**config.mk**
```make
export PLATFORM = sky130hd
export DESIGN_NAME = plot_arbiter_flat
export DESIGN_NICKNAME = d
export VERILOG_FILES = /design/src/rtl/plot_pkg.sv /design/src/rtl/plot_arbiter_if.sv /design/src/rtl/plot_arbiter_rr_select.sv /design/src/rtl/plot_arbiter.sv /design/src/flat_wrapper.sv
export SDC_FILE = /design/constraint.sdc
export NUM_CORES = 1
export LEC_CHECK = 0
export CAP_MARGIN = 20
export CORE_MARGIN = 2
export CORE_UTILIZATION = 39
export DETAILED_ROUTE_END_ITERATION = 7
export GPL_TIMING_DRIVEN = 0
export PLACE_DENSITY = 0.86
export SLEW_MARGIN = 20
export SYNTH_ARGS = -nofsm -noshare
export SYNTH_HDL_FRONTEND = slang
export SYNTH_SLANG_ARGS = --single-unit
export TNS_END_PERCENT = 20
```
**constraint.sdc**
```tcl
create_clock -name clk -period 1.9 [get_ports clk]
set_input_delay 0.38 -clock clk [delete_from_list [all_inputs] [get_ports clk]]
set_output_delay 0.38 -clock clk [all_outputs]
set_load 0.02 [all_outputs]
```
**src/rtl/plot_pkg.sv**
```systemverilog
// plot_pkg: definitions shared by the VGA plot arbiter and its helpers.
//   state_t       : arbiter FSM states
//   X_W/Y_W/COL_W : screen coordinate and colour widths
//   SPRITE_PIXELS : pixel count of one 20x20 sprite draw
package plot_pkg;

  typedef enum logic [1:0] {
    S_IDLE  = 2'd0,
    S_GRANT = 2'd1,
    S_GAP   = 2'd2
  } state_t;

  localparam int X_W           = 9;
  localparam int Y_W           = 8;
  localparam int COL_W         = 3;
  localparam int SPRITE_PIXELS = 400;

endpackage

```
**src/rtl/plot_arbiter_if.sv**
```systemverilog
// plot_arbiter_if: bundle between the sprite FSMs and the plot arbiter.
//   Client side : req, done, plot_in, x_in, y_in, colour_in (packed per client)
//   Arbiter side: grant, x_out, y_out, colour_out, plot_out, busy, timeout
//   modport master : sprite FSMs / VGA adapter view
//   modport slave  : arbiter view
interface plot_arbiter_if #(
  parameter int N_CLIENTS = 3
);
  import plot_pkg::*;

  logic [N_CLIENTS-1:0]       req;
  logic [N_CLIENTS-1:0]       done;
  logic [N_CLIENTS-1:0]       plot_in;
  logic [X_W*N_CLIENTS-1:0]   x_in;
  logic [Y_W*N_CLIENTS-1:0]   y_in;
  logic [COL_W*N_CLIENTS-1:0] colour_in;

  logic [N_CLIENTS-1:0]       grant;
  logic [X_W-1:0]             x_out;
  logic [Y_W-1:0]             y_out;
  logic [COL_W-1:0]           colour_out;
  logic                       plot_out;
  logic                       busy;
  logic                       timeout;

  modport master (
    output req, done, plot_in, x_in, y_in, colour_in,
    input  grant, x_out, y_out, colour_out, plot_out, busy, timeout
  );

  modport slave (
    input  req, done, plot_in, x_in, y_in, colour_in,
    output grant, x_out, y_out, colour_out, plot_out, busy, timeout
  );

endinterface

```
**src/rtl/plot_arbiter_rr_select.sv**
```systemverilog
// rr_select: combinational round-robin picker.
//   req    in  N   request vector
//   rr_ptr in  IW  index with highest priority this round
//   pick   out N   one-hot winner (zero when no request)
//   valid  out 1   at least one request present
// Scans rr_ptr, rr_ptr+1, ... modulo N and picks the first set request.
module rr_select #(
  parameter int N  = 3,
  parameter int IW = (N > 1) ? $clog2(N) : 1
) (
  input  logic [N-1:0]  req,
  input  logic [IW-1:0] rr_ptr,
  output logic [N-1:0]  pick,
  output logic          valid
);

  logic [IW-1:0] j;

  always_comb begin
    pick  = '0;
    valid = 1'b0;
    j     = '0;
    for (int unsigned k = 0; k < N; k++) begin
      j = IW'((32'(rr_ptr) + k) % N);
      if (!valid && req[j]) begin
        pick[j] = 1'b1;
        valid   = 1'b1;
      end
    end
  end

endmodule

```
**src/rtl/plot_arbiter.sv**
```systemverilog
// plot_arbiter: shares the single VGA plot port between N sprite FSMs.
//   clk    in  system clock
//   resetn in  synchronous reset, active-high despite the name
//   hold   in  blocks new grants (screen erase); current grant runs on
//   bus    slave modport of plot_arbiter_if:
//            req/done/plot_in/x_in/y_in/colour_in from clients,
//            grant/x_out/y_out/colour_out/plot_out/busy/timeout out.
// A grant lasts one full sprite draw and ends on done[idx] or when the
// watchdog reaches MAX_GRANT cycles; every grant is followed by a gap cycle.
module plot_arbiter
  import plot_pkg::*;
#(
  parameter int N_CLIENTS = 3,
  parameter int MAX_GRANT = 1023,
  parameter int CW        = 10
) (
  input  logic           clk,
  input  logic           resetn,
  input  logic           hold,
  plot_arbiter_if.slave  bus
);

  localparam int IW = (N_CLIENTS > 1) ? $clog2(N_CLIENTS) : 1;

  state_t               state_q, state_d;
  logic [N_CLIENTS-1:0] grant_q, grant_d;
  logic [IW-1:0]        idx_q, idx_d;
  logic [IW-1:0]        rr_ptr_q, rr_ptr_d;
  logic [CW-1:0]        wdog_q, wdog_d;
  logic                 busy_q, busy_d;
  logic                 timeout_q, timeout_d;
  logic [X_W-1:0]       x_out_q, x_out_d;
  logic [Y_W-1:0]       y_out_q, y_out_d;
  logic [COL_W-1:0]     colour_out_q, colour_out_d;
  logic                 plot_out_q, plot_out_d;

  logic [N_CLIENTS-1:0] sel_pick;
  logic                 sel_valid;
  logic [IW-1:0]        sel_idx;
  logic [IW-1:0]        rr_next;

  logic [X_W-1:0]       x_sel;
  logic [Y_W-1:0]       y_sel;
  logic [COL_W-1:0]     colour_sel;
  logic                 plot_sel;

  rr_select #(
    .N  (N_CLIENTS),
    .IW (IW)
  ) u_rr_select (
    .req    (bus.req),
    .rr_ptr (rr_ptr_q),
    .pick   (sel_pick),
    .valid  (sel_valid)
  );

  always_comb begin
    sel_idx = '0;
    for (int unsigned k = 0; k < N_CLIENTS; k++) begin
      if (sel_pick[k]) sel_idx = IW'(k);
    end
  end

  assign rr_next = (idx_q == IW'(N_CLIENTS - 1)) ? '0 : idx_q + 1'b1;

  // Slice of the currently latched client.
  always_comb begin
    x_sel      = '0;
    y_sel      = '0;
    colour_sel = '0;
    plot_sel   = 1'b0;
    for (int unsigned k = 0; k < N_CLIENTS; k++) begin
      if (idx_q == IW'(k)) begin
        x_sel      = bus.x_in[X_W*k +: X_W];
        y_sel      = bus.y_in[Y_W*k +: Y_W];
        colour_sel = bus.colour_in[COL_W*k +: COL_W];
        plot_sel   = bus.plot_in[k] & grant_q[k];
      end
    end
  end

  // FSM next state, grant and watchdog.
  always_comb begin
    state_d   = state_q;
    grant_d   = grant_q;
    idx_d     = idx_q;
    rr_ptr_d  = rr_ptr_q;
    wdog_d    = wdog_q;
    busy_d    = busy_q;
    timeout_d = 1'b0;
    unique case (state_q)
      S_IDLE: begin
        if (!hold && sel_valid) begin
          idx_d   = sel_idx;
          grant_d = sel_pick;
          busy_d  = 1'b1;
          wdog_d  = '0;
          state_d = S_GRANT;
        end
      end
      S_GRANT: begin
        // done takes priority over the watchdog limit in the same cycle.
        if (bus.done[idx_q]) begin
          grant_d  = '0;
          busy_d   = 1'b0;
          rr_ptr_d = rr_next;
          state_d  = S_GAP;
        end else if (wdog_q == CW'(MAX_GRANT - 1)) begin
          grant_d   = '0;
          busy_d    = 1'b0;
          timeout_d = 1'b1;
          rr_ptr_d  = rr_next;
          state_d   = S_GAP;
        end else begin
          wdog_d = wdog_q + 1'b1;
        end
      end
      S_GAP:   state_d = S_IDLE;
      default: state_d = S_IDLE;
    endcase
  end

  // Output path: coordinates hold their last value while no grant is active.
  always_comb begin
    x_out_d      = x_out_q;
    y_out_d      = y_out_q;
    colour_out_d = colour_out_q;
    plot_out_d   = plot_sel;
    if (grant_q != '0) begin
      x_out_d      = x_sel;
      y_out_d      = y_sel;
      colour_out_d = colour_sel;
    end
  end

  always_ff @(posedge clk) begin
    if (resetn) begin
      state_q      <= S_IDLE;
      grant_q      <= '0;
      idx_q        <= '0;
      rr_ptr_q     <= '0;
      wdog_q       <= '0;
      busy_q       <= 1'b0;
      timeout_q    <= 1'b0;
      x_out_q      <= '0;
      y_out_q      <= '0;
      colour_out_q <= '0;
      plot_out_q   <= 1'b0;
    end else begin
      state_q      <= state_d;
      grant_q      <= grant_d;
      idx_q        <= idx_d;
      rr_ptr_q     <= rr_ptr_d;
      wdog_q       <= wdog_d;
      busy_q       <= busy_d;
      timeout_q    <= timeout_d;
      x_out_q      <= x_out_d;
      y_out_q      <= y_out_d;
      colour_out_q <= colour_out_d;
      plot_out_q   <= plot_out_d;
    end
  end

  assign bus.grant      = grant_q;
  assign bus.busy       = busy_q;
  assign bus.timeout    = timeout_q;
  assign bus.x_out      = x_out_q;
  assign bus.y_out      = y_out_q;
  assign bus.colour_out = colour_out_q;
  assign bus.plot_out   = plot_out_q;

endmodule
```
**src/flat_wrapper.sv**
```systemverilog
// flat-port wrapper written by rule: the top's interface ports become plain ports
module plot_arbiter_flat import plot_pkg::*;
#(
  parameter int N_CLIENTS = 3,
  parameter int MAX_GRANT = 1023,
  parameter int CW        = 10
)
  (clk, resetn, hold, bus_req, bus_done, bus_plot_in, bus_x_in, bus_y_in, bus_colour_in, bus_grant, bus_x_out, bus_y_out, bus_colour_out, bus_plot_out, bus_busy, bus_timeout);
  plot_arbiter_if #(.N_CLIENTS(N_CLIENTS)) bus_i ();
  input  logic clk;
  input  logic resetn;
  input  logic hold;
  input wire logic [$bits(bus_i.req)-1:0] bus_req;
  input wire logic [$bits(bus_i.done)-1:0] bus_done;
  input wire logic [$bits(bus_i.plot_in)-1:0] bus_plot_in;
  input wire logic [$bits(bus_i.x_in)-1:0] bus_x_in;
  input wire logic [$bits(bus_i.y_in)-1:0] bus_y_in;
  input wire logic [$bits(bus_i.colour_in)-1:0] bus_colour_in;
  output wire logic [$bits(bus_i.grant)-1:0] bus_grant;
  output wire logic [$bits(bus_i.x_out)-1:0] bus_x_out;
  output wire logic [$bits(bus_i.y_out)-1:0] bus_y_out;
  output wire logic [$bits(bus_i.colour_out)-1:0] bus_colour_out;
  output wire logic [$bits(bus_i.plot_out)-1:0] bus_plot_out;
  output wire logic [$bits(bus_i.busy)-1:0] bus_busy;
  output wire logic [$bits(bus_i.timeout)-1:0] bus_timeout;
  assign bus_i.req = bus_req;
  assign bus_i.done = bus_done;
  assign bus_i.plot_in = bus_plot_in;
  assign bus_i.x_in = bus_x_in;
  assign bus_i.y_in = bus_y_in;
  assign bus_i.colour_in = bus_colour_in;
  assign bus_grant = bus_i.grant;
  assign bus_x_out = bus_i.x_out;
  assign bus_y_out = bus_i.y_out;
  assign bus_colour_out = bus_i.colour_out;
  assign bus_plot_out = bus_i.plot_out;
  assign bus_busy = bus_i.busy;
  assign bus_timeout = bus_i.timeout;
  plot_arbiter #(.N_CLIENTS(N_CLIENTS), .MAX_GRANT(MAX_GRANT), .CW(CW)) u_core (.clk(clk), .resetn(resetn), .hold(hold), .bus(bus_i));
endmodule
```
==> run metrics, run 1 <==
final instance area 0.00371 mm2; compound-cell area share of the yosys netlist 21.3%; TritonCTS clock tree built; CTS Buffer Depth 2; DIE AREA 0.00681 mm2; Post-Synth Simple-Gate Area 21.6%; Core Footprint between 0.005 and 0.006 mm2; failing checks setup timing; post-synthesis cell count 293; total track usage 20.4%; largest net degree at the start of global routing 13; post-DP HPWL 5260 um; register area share after synthesis 35.0%; Root Buffer clkbuf_8; arrival time worst endpoint 2.20 ns; Max Slew Vio Count 0; share of the synthesized area in the top cell type 35.0%; Post-DRT Antenna Nets 0; Mapped Area between 0.002 and 0.0025 mm2; Synth Area in XOR/XNOR under 10%; RSZ-0062 raised after global routing true; Hold Crit Start u_core.bus.busy; total I/O pin count 98; # hold bufs at CTS 0; worst min-delay path endpoint u_core.bus.busy; antenna violations before repair 0; Crit Path Max Fanout 7; largest family of logic cells by synthesized area simple AND/OR/NAND/NOR gates; site row count 28; via count 2494; footprint of the multi-input gates 0.00158 mm2; Crit Path Class reg -> reg; reg2reg path depth 8; setup slack after layout -0.0600 ns; Clock Latency Late Sink 0.30 ns; Hold Path Stages 2; die height between 80 and 90 um; Data required, critical path 2.14 ns; routability congestion estimate 0.936; IO buf count 96; Storage cell area 850 um2; DR vias/cell 5.25; layout cells sized above 1 around an eighth; Worst VDD drop approximately 0.43 mV; CTS sink count 42; TritonCTS Buffers 5; clock period minus worst slack 1.96 ns; Setup Skew 0.00699 ns; post-synthesis mux area share between 10 and 15%; grt total ovfl 0; pwr dens between 600 and 700 mW/mm2; Ys Warns 0; most frequent cells in the layout clkdlybuf4s50_1, nor2_1, dfxtp_1; clk slew on worst S/H paths 0.08 ns; ANT cells 0; FMAX between 500 and 600 MHz; max-cap violations 0; measured slew at the worst slew-check pin 0.545 ns; adder-cell share of the synthesized area around 3.1%; drt pass-1 iters 4; routed len/inst about 15 um; crit path capture type register; reg2reg start u_core.rr_ptr_q[0]; vias in the first global route 2447; DP Area between 0.003 and 0.004 mm2; Pleak 1.32 nW; number of synthesized register bits 42; Layout Nets 477; worst hold-check path type reg -> reg; Startpoint Class register; status finished with violations; Synth area leader dfxtp_1; # DRC 0; DRT iter0 DRCs between 60 and 70; commonest non-fill, non-tap cell in the layout clkdlybuf4s50_1; syn_nets 371; synth top area cells dfxtp_1, mux2i_1, nor2_1; final hold violations 0; Reg2Reg Setup Slack -0.06 ns; Mapped Avg Cell Area 8.20 um2; die width 82.5 um; final WL 6920 um; first-pass GRT wire length 10900 um; Finish-stage setup viols 5; crit share post-route 103%; Layout area overhead 54.6%; Fill cells 516; r2r endpoint u_core.idx_q[0]; H-tree Lvls 2; Slew HR approximately 64%; Netlist cell types between 40 and 50; total power 0.00243 W; Initial Utilization 40.4%
worst max-delay path: stages (launching register included):
cell and delay, ns:
dfxtp_4 0.39, inv_4 0.04, ha_4 0.27, inv_4 0.09, mux2_2 0.35, o21ai_2 0.10
nand3_2 0.12, or3_1 0.38, a21oi_1 0.14
cell usage after synthesis, drive strengths merged:
cell and instances:
a22o 1, o31ai 2, and3 2, o2111ai 1, nand3b 3, nor4b 1, xnor2 7, nand4b 1
nand2b 3, o2bb2a 1, nand4 2, a31oi 2, ha 6, inv 7, nor3 2, mux2i 24
nor2 58, a32oi 1, nor2b 4, o211ai 2, and2 3, o211a 1, or3 5, a2bb2oi 4
nand3 10, or4b 1, o21ai 2, a211oi 20, nand2 16, a211o 1, a2111oi 1, a21oi 33
clkbuf 12, buf 6, dfxtp 42, mux2 4, nor3b 1, a21boi 1
metal layers:
metal  global-route usage, %  vias up  part of all wire (%)
li1                        -     1257                     -
met1                    23.6     1151                    41
met2                    36.9       79                    52
met3                    5.65        7                   6.5
met4                    5.25        0                  0.77
met5                       0        -                     0
stage by stage:
step                setup WS, ns  hold WS (ns)  util [%]  setup TNS, ns  instances
finish                   -0.0600         0.487      62.4         -0.167        475
global route              -0.147         0.526      62.4          -2.15        475
CTS                      -0.0481         0.490      61.6         -0.257        474
detailed placement        -0.447         0.475      58.6          -6.14        464
global placement          -0.425         0.467      58.6          -5.78        464
floorplan               -0.00148         0.476         -       -0.00148        293
cells by family (layout without fill, tap and decap cells):
family | count (synthesis) | in the layout
simple gates | 112 | 112
compound gates | 73 | 73
flops | 42 | 42
mux | 28 | 28
buf+inv | 25 | 132
xor+xnor | 7 | 7
fa+ha+maj | 6 | 6
power breakdown:
group          internal, W  switching, W
registers         0.000958     0.0000493
logic             0.000427      0.000401
clock network     0.000293      0.000304
total              0.00168      0.000755
how the worst max path moves through the flow:
stage / start / to / slack (ns) / depth (start not counted)
2_1_floorplan: u_core.rr_ptr_q[1] / u_core.idx_q[0] / -0.001 / 8
3_3_place_gp: bus_req[0] / u_core.idx_q[0] / -0.43 / 7
3_5_place_dp: bus_req[0] / u_core.wdog_q[8] / -0.45 / 8
4_1_cts: u_core.rr_ptr_q[0] / u_core.bus.grant[0] / -0.05 / 8
5_1_grt: u_core.rr_ptr_q[0] / u_core.wdog_q[8] / -0.15 / 8
6_report: u_core.rr_ptr_q[0] / u_core.idx_q[0] / -0.06 / 8
sequential cells by signal, indices dropped and copies added, names as in the netlist:
| register | flops |
|---|---|
| u_core.bus.grant | 3 |
| u_core.rr_ptr_q | 2 |
| u_core.bus.colour_out | 3 |
| u_core.bus.timeout | 1 |
| u_core.state_q | 2 |
| u_core.bus.x_out | 9 |
| u_core.bus.y_out | 8 |
| u_core.bus.plot_out | 1 |
| u_core.idx_q | 2 |
| u_core.bus.busy | 1 |
| u_core.wdog_q | 10 |
repair_timing:
action | 4_1_cts | 5_1_grt
pin swaps | 7 | 11
setup endpoints to repair | 17 | 36
gates cloned | 1 | 0
resized for setup | 22 | 11
buffers inserted | 1 | 1
final cells by class:
cell class	instances	area share, %
plain buffers	18	2.32
clock buffers	7	2.32
clock inverters	1	0.135
inverters	7	0.909
multi-input cells	226	42.5
flip-flops and latches	42	22.9
well taps	75	2.53
repair buffers	99	26.4
(Power assumes the default switching activity.)
==> inputs of run 2 (changes only) <==
--- a/config.mk
+++ b/config.mk
@@ -7,10 +7,10 @@
 export LEC_CHECK = 0
 export CAP_MARGIN = 20
 export CORE_MARGIN = 2
-export CORE_UTILIZATION = 39
+export CORE_UTILIZATION = 43
 export DETAILED_ROUTE_END_ITERATION = 7
 export GPL_TIMING_DRIVEN = 0
-export PLACE_DENSITY = 0.86
+export PLACE_DENSITY = 0.89
 export SLEW_MARGIN = 20
 export SYNTH_ARGS = -nofsm -noshare
 export SYNTH_HDL_FRONTEND = slang
==> constraint.sdc (replaced) <==
create_clock -name clk -period 2.05 [get_ports clk]
set_input_delay 0.41 -clock clk [delete_from_list [all_inputs] [get_ports clk]]
set_output_delay 0.41 -clock clk [all_outputs]
set_load 0.02 [all_outputs]
==> run 2 against run 1 <==
Effect of this change: the flow now finishes without violations; core utilization rose by 6.3 points; worst hold slack got worse by 0.016 ns; final cell count fell by 0.42%; maximum frequency fell by 2.9%; first-iteration DRC count rose by 69%; global-route usage rose by 2.6 points; sequential cell count did not move; via count rose by 1.5%; critical path depth fell by 1; combinational power fell by 5.5%; register-to-register slack improved by 0.09 ns; non-clock buffer count rose by 1.
==> run metrics, run 2 (synthesis gave the netlist of run 1 again) <==
status finished clean (was finished with violations); Finish-stage setup viols 0 (was 5); commonest non-fill, non-tap cell in the layout clkdlybuf4s50_1 (unchanged); Layout area overhead 55.4% (was 54.6%); worst hold-check path type reg -> reg (unchanged); Critical-path top delay cell dfxtp_4 (unchanged); Fill cells 413 (was 516); measured slew at the worst slew-check pin 0.575 ns (was 0.545 ns); final WL 7220 um (was 6920 um); routability congestion estimate 0.797 (was 0.936); Storage cell area 852 um2 (was 850 um2); RSZ-0062 raised after global routing true (unchanged); arrival time worst endpoint 2.24 ns (was 2.20 ns); # DRC 0 (unchanged); Layout Nets 478 (was 477); Largest Register u_core.wdog_q (unchanged); # hold bufs at CTS 0 (unchanged); routed len/inst 15.3 um (was 14.6 um); DIE AREA 0.00620 mm2 (was 0.00681 mm2); Root Buffer clkbuf_8 (unchanged); total power 0.00236 W (was 0.00243 W); layout cells sized above 1 12.5% (about the same); Slew HR 61.7% (was 63.7%); final instance area 0.00374 mm2 (was 0.00371 mm2); Startpoint Class register (unchanged); pwr dens 632 mW/mm2 (was 655 mW/mm2); DRT iter0 DRCs 115 (was 68); CTS sink count 42 (unchanged); total I/O pin count 98 (unchanged); max-cap violations 0 (unchanged); Core Footprint 0.00544 mm2 (was 0.00596 mm2); DP Area 0.00345 mm2 (was 0.00349 mm2); clk slew on worst S/H paths 0.07 ns (was 0.08 ns); die width 78.8 um (was 82.5 um); largest net degree at the start of global routing 14 (was 13); max incr delay on CP 0.37 ns (was 0.39 ns); Data required, critical path 2.27 ns (was 2.14 ns); H-tree Lvls 2 (unchanged); IO buf count 96 (unchanged); vias in the first global route 2431 (was 2447); Setup WS pre-CTS -0.344 ns (was -0.447 ns); Worst VDD drop 0.433 mV (was 0.426 mV); post-layout util 68.7% (was 62.4%); Initial Utilization 44.2% (was 40.4%); final hold violations 0 (unchanged); via count 2532 (was 2494); ANT cells 0 (unchanged); Pleak 1.33 nW (was 1.32 nW); Post-DRT Antenna Nets 0 (unchanged); Crit Path Class reg -> reg (unchanged); site row count 27 (was 28); Clock Latency Late Sink 0.29 ns (was 0.30 ns); TritonCTS clock tree built (unchanged); CTS Buffer Depth 2 (unchanged); post-DP HPWL 5180 um (was 5260 um); setup slack after layout 0.0305 ns (was -0.0600 ns); most frequent cells in the layout clkdlybuf4s50_1, nor2_1, dfxtp_1 (unchanged); grt total ovfl 0 (unchanged); CP most frequent cell mux2_2 (was inv_4); total track usage 23.0% (was 20.4%); antenna violations before repair 0 (unchanged); crit path capture type register (unchanged); max reg flops 10 (unchanged); drt pass-1 iters 4 (unchanged); Hold Slack 0.471 ns (was 0.487 ns); FMAX 495 MHz (was 510 MHz); clock period minus worst slack 2.02 ns (was 1.96 ns); DR vias/cell 5.35 (was 5.25); CP cell instances inv_2 -> ha_4 -> mux2_2 -> mux2_2 -> a2bb2oi_2 -> or3_1 -> a21oi_2 (was inv_4 -> ha_4 -> inv_4 -> mux2_2 -> o21ai_2 -> nand3_2 -> or3_1 -> a21oi_1); footprint of the multi-input gates 0.00158 mm2 (about the same); first-pass GRT wire length 11400 um (was 10900 um); Crit Path Max Fanout 7 (unchanged); Setup Skew 0.00982 ns (was 0.00699 ns); TritonCTS Buffers 5 (unchanged); die height 78.8 um (was 82.5 um); Max Slew Vio Count 0 (unchanged); crit share post-route 98.5% (was 103%)
## run 2: cell count changes in the layout (fill, tap and decap cells not counted), moves of 2 or more
cell,before,now
buf_4,2,4
a2bb2oi_1,3,1
and2_1,0,3
inv_4,3,1
inv_2,0,2
and2_4,3,0
## run 2: worst paths after layout
kind                                    startpoint         endpoint  slack, ns  depth (start not counted)
worst min-delay path               u_core.bus.busy  u_core.bus.busy       0.47                          2
worst max register to register  u_core.rr_ptr_q[1]  u_core.idx_q[0]       0.03                          7
worst max-delay path            u_core.rr_ptr_q[1]  u_core.idx_q[0]       0.03                          7
worst min register to register     u_core.bus.busy  u_core.bus.busy       0.47                          2
## run 2: critical path, delay by kind of cell, from the launching register on
kind            cells  cell delay, ns
flops               1            0.37
simple gates        1            0.35
mux                 2            0.66
buf+inv             1            0.08
compound gates      2            0.31
fa+ha+maj           1            0.18
## run 2: metal layers
layer | track usage (%) | routed length (um) | up-vias | part of all wire, %
li1 | - | - | 1258 | -
met1 | 27.6 | 2960 | 1185 | 41
met2 | 40.9 | 3770 | 78 | 52
met3 | 5.23 | 378 | 11 | 5.2
met4 | 6.49 | 119 | 0 | 1.6
met5 | 0 | 0 | - | 0
## run 2: repair_timing
item,4_1_cts,5_1_grt
gates resized for setup,20,15
setup buffers,1,3
setup endpoints to repair,17,14
pin swaps,1,7
## run 2: power by group
| group | switching, W | internal, W |
|---|---|---|
| sequential | 0.0000463 | 0.000887 |
| clock | 0.000287 | 0.000359 |
| combinational | 0.000383 | 0.000400 |
| total | 0.000717 | 0.00165 |
## run 2: layout make-up
class,instances,share of cell area [%]
plain buffers,18,2.28
well taps,72,2.41
clock inverters,3,1.07
clock buffers,5,1.84
inverters,7,0.770
flip-flops and latches,42,22.8
multi-input cells,226,42.3
repair buffers,100,26.6
## run 2: metrics by stage
step / setup TNS [ns] / cells
6_report: 0 / 473
5_1_grt: -0.0571 / 473
4_1_cts: 0 / 470
3_5_place_dp: -4.43 / 461
3_3_place_gp: -3.63 / 461
2_1_floorplan: 0 / 293
==> inputs of run 3 (changes only) <==
--- a/config.mk
+++ b/config.mk
@@ -6,6 +6,7 @@
 export NUM_CORES = 1
 export LEC_CHECK = 0
 export CAP_MARGIN = 20
+export CORE_ASPECT_RATIO = 1.25
 export CORE_MARGIN = 2
 export CORE_UTILIZATION = 43
 export DETAILED_ROUTE_END_ITERATION = 7
==> run 3 against run 2 <==
Effect of this change: global-route usage fell by 0.96 points; final cell count fell by 2.1%; critical path depth decreased by 1; sequential power is essentially flat; count of clock-buffer cells in the layout up 1; critical path type is now in -> reg; highest routed layer unchanged; largest cell class unchanged; total power is 6.4% higher; non-clock buffer count is 2 lower; maximum frequency rose by 0.80%.
==> run metrics, run 3 (synthesis gave the netlist of run 1 again) <==
status finished clean (unchanged); Setup Skew 0.00258 ns (was 0.00982 ns); IO buf count 96 (unchanged); Largest Register u_core.wdog_q (unchanged); max reg flops 10 (unchanged); antenna violations before repair 0 (unchanged); pwr dens 676 mW/mm2 (was 632 mW/mm2); Root Buffer clkbuf_8 (unchanged); Layout area overhead 54.7% (was 55.4%); DP Area 0.00344 mm2 (was 0.00345 mm2); final WL 6930 um (was 7220 um); Critical-path top delay cell or4b_2 (was dfxtp_4); Data required, critical path 2.22 ns (was 2.27 ns); Setup crit start bus_req[2] (was u_core.rr_ptr_q[1]); Pleak 1.32 nW (was 1.33 nW); worst hold-check path type reg -> reg (unchanged); Crit Path Max Fanout 5 (was 7); Clock Latency Late Sink 0.30 ns (was 0.29 ns); post-layout util 68.8% (was 68.7%); die width 70.9 um (was 78.8 um); Setup WS pre-CTS -0.343 ns (was -0.344 ns); layout cells sized above 1 12.0% (was 12.5%); Max Slew Vio Count 0 (unchanged); grt total ovfl 0 (unchanged); total I/O pin count 98 (unchanged); largest net degree at the start of global routing 14 (unchanged); worst path buffer plus inverter count 1 (unchanged); CP cell instances clkdlybuf4s50_1 -> mux2i_2 -> or4b_2 -> o211ai_1 -> or3_1 -> a21oi_2 (was inv_2 -> ha_4 -> mux2_2 -> mux2_2 -> a2bb2oi_2 -> or3_1 -> a21oi_2); drt pass-1 iters 4 (unchanged); reg2reg start u_core.rr_ptr_q[1] (unchanged); FMAX 499 MHz (was 495 MHz); max incr delay on CP 0.63 ns (was 0.37 ns); clock period minus worst slack 2.00 ns (was 2.02 ns); Hold Crit Start u_core.bus.y_out[6] (was u_core.bus.busy); CTS Buffer Depth 2 (unchanged); commonest non-fill, non-tap cell in the layout clkdlybuf4s50_1 (unchanged); met1 Usage GRT 22.2% (was 27.6%); clk slew on worst S/H paths 0.08 ns (was 0.07 ns); CP delay by family, top simple AND/OR/NAND/NOR gates (was multiplexers); arrival time worst endpoint 2.17 ns (was 2.24 ns); via count 2524 (was 2532); Core Footprint 0.00541 mm2 (was 0.00544 mm2); # DRC 0 (unchanged); DRT iter0 DRCs 98 (was 115); most frequent cells in the layout clkdlybuf4s50_1, nor2_1, dfxtp_1 (unchanged); RSZ-0062 raised after global routing true (unchanged); total power 0.00251 W (was 0.00236 W); Worst VDD drop 0.453 mV (was 0.433 mV); site row count 30 (was 27); met3 Usage GRT 7.71% (was 5.23%); crit path capture type register (unchanged); TritonCTS Buffers 5 (unchanged); DR vias/cell 5.45 (was 5.35); H-tree Lvls 2 (unchanged); post-DP HPWL 5180 um (about the same); measured slew at the worst slew-check pin 0.610 ns (was 0.575 ns); routability congestion estimate 0.812 (was 0.797); die height 87.6 um (was 78.8 um); Crit Path Class in -> reg (was reg -> reg); vias in the first global route 2451 (was 2431); Layout Nets 476 (was 478); setup TNS 0 ns (unchanged); Post-DRT Antenna Nets 0 (unchanged); met2 usage 41.0% (was 40.9%); Initial Utilization 44.5% (was 44.2%); routed len/inst 15.0 um (was 15.3 um); TritonCTS clock tree built (unchanged); Slew HR 59.3% (was 61.7%); final instance area 0.00372 mm2 (was 0.00374 mm2); ANT cells 0 (unchanged); Finish-stage setup viols 0 (unchanged); Startpoint Class input pin (was register); max-cap violations 0 (unchanged); CTS sink count 42 (unchanged); gr busiest metal met2 (unchanged); first-pass GRT wire length 10900 um (was 11400 um); DIE AREA 0.00621 mm2 (was 0.00620 mm2); final hold violations 0 (unchanged); setup slack after layout 0.0464 ns (was 0.0305 ns); crit share post-route 97.7% (was 98.5%); total track usage 22.0% (was 23.0%)
[run 3: power by group]
part           switching [W]  total (W)  internal, W
combinational       0.000373   0.000768     0.000395
sequential         0.0000476   0.000934     0.000887
clock               0.000292   0.000811     0.000519
[run 3: cell type report]
class | instances | area, um2
Multi-Input combinational cell | 226 | 1550
Sequential cell | 42 | 852
Clock buffer | 6 | 82.6
Clock inverter | 2 | 60.1
Timing Repair Buffer | 98 | 975
Inverter | 7 | 28.8
Buffer | 18 | 85.1
Fill cell | 429 | 1690
Tap cell | 64 | 80.1
[run 3: per-stage QoR]
step / hold WS (ns) / instances
after detailed placement: 0.470 / 453
after CTS: 0.482 / 461
after floorplan: 0.466 / 293
after global routing: 0.530 / 463
final: 0.506 / 463
after global placement: 0.468 / 453
[run 3: worst register-to-register path, cell delays in order, from the launching register on]
cell       delay [ns]
dfxtp_4          0.37
inv_2            0.09
ha_4             0.18
mux2_2           0.34
mux2_2           0.29
a2bb2oi_1        0.17
or3_1            0.34
a21oi_2          0.15
[run 3: final timing paths]
check | endpoint | slack, ns | cells past startpoint
max reg2reg | u_core.idx_q[0] | 0.06 | 7
max | u_core.idx_q[0] | 0.05 | 6
min reg2reg | u_core.bus.y_out[6] | 0.51 | 2
min | u_core.bus.y_out[6] | 0.51 | 2
[run 3: what timing repair did]
item	CTS	global route
gates resized for setup	11	21
pin swaps	1	9
setup buffers	0	2
setup endpoints to repair	14	15
hold buffers	0	0
[run 3: per-layer routing]
layer  wire length [um]  share of wire (%)
met5                  0                  0
met4                163                2.4
met2               3610                 52
met3                531                7.7
met1               2630                 38
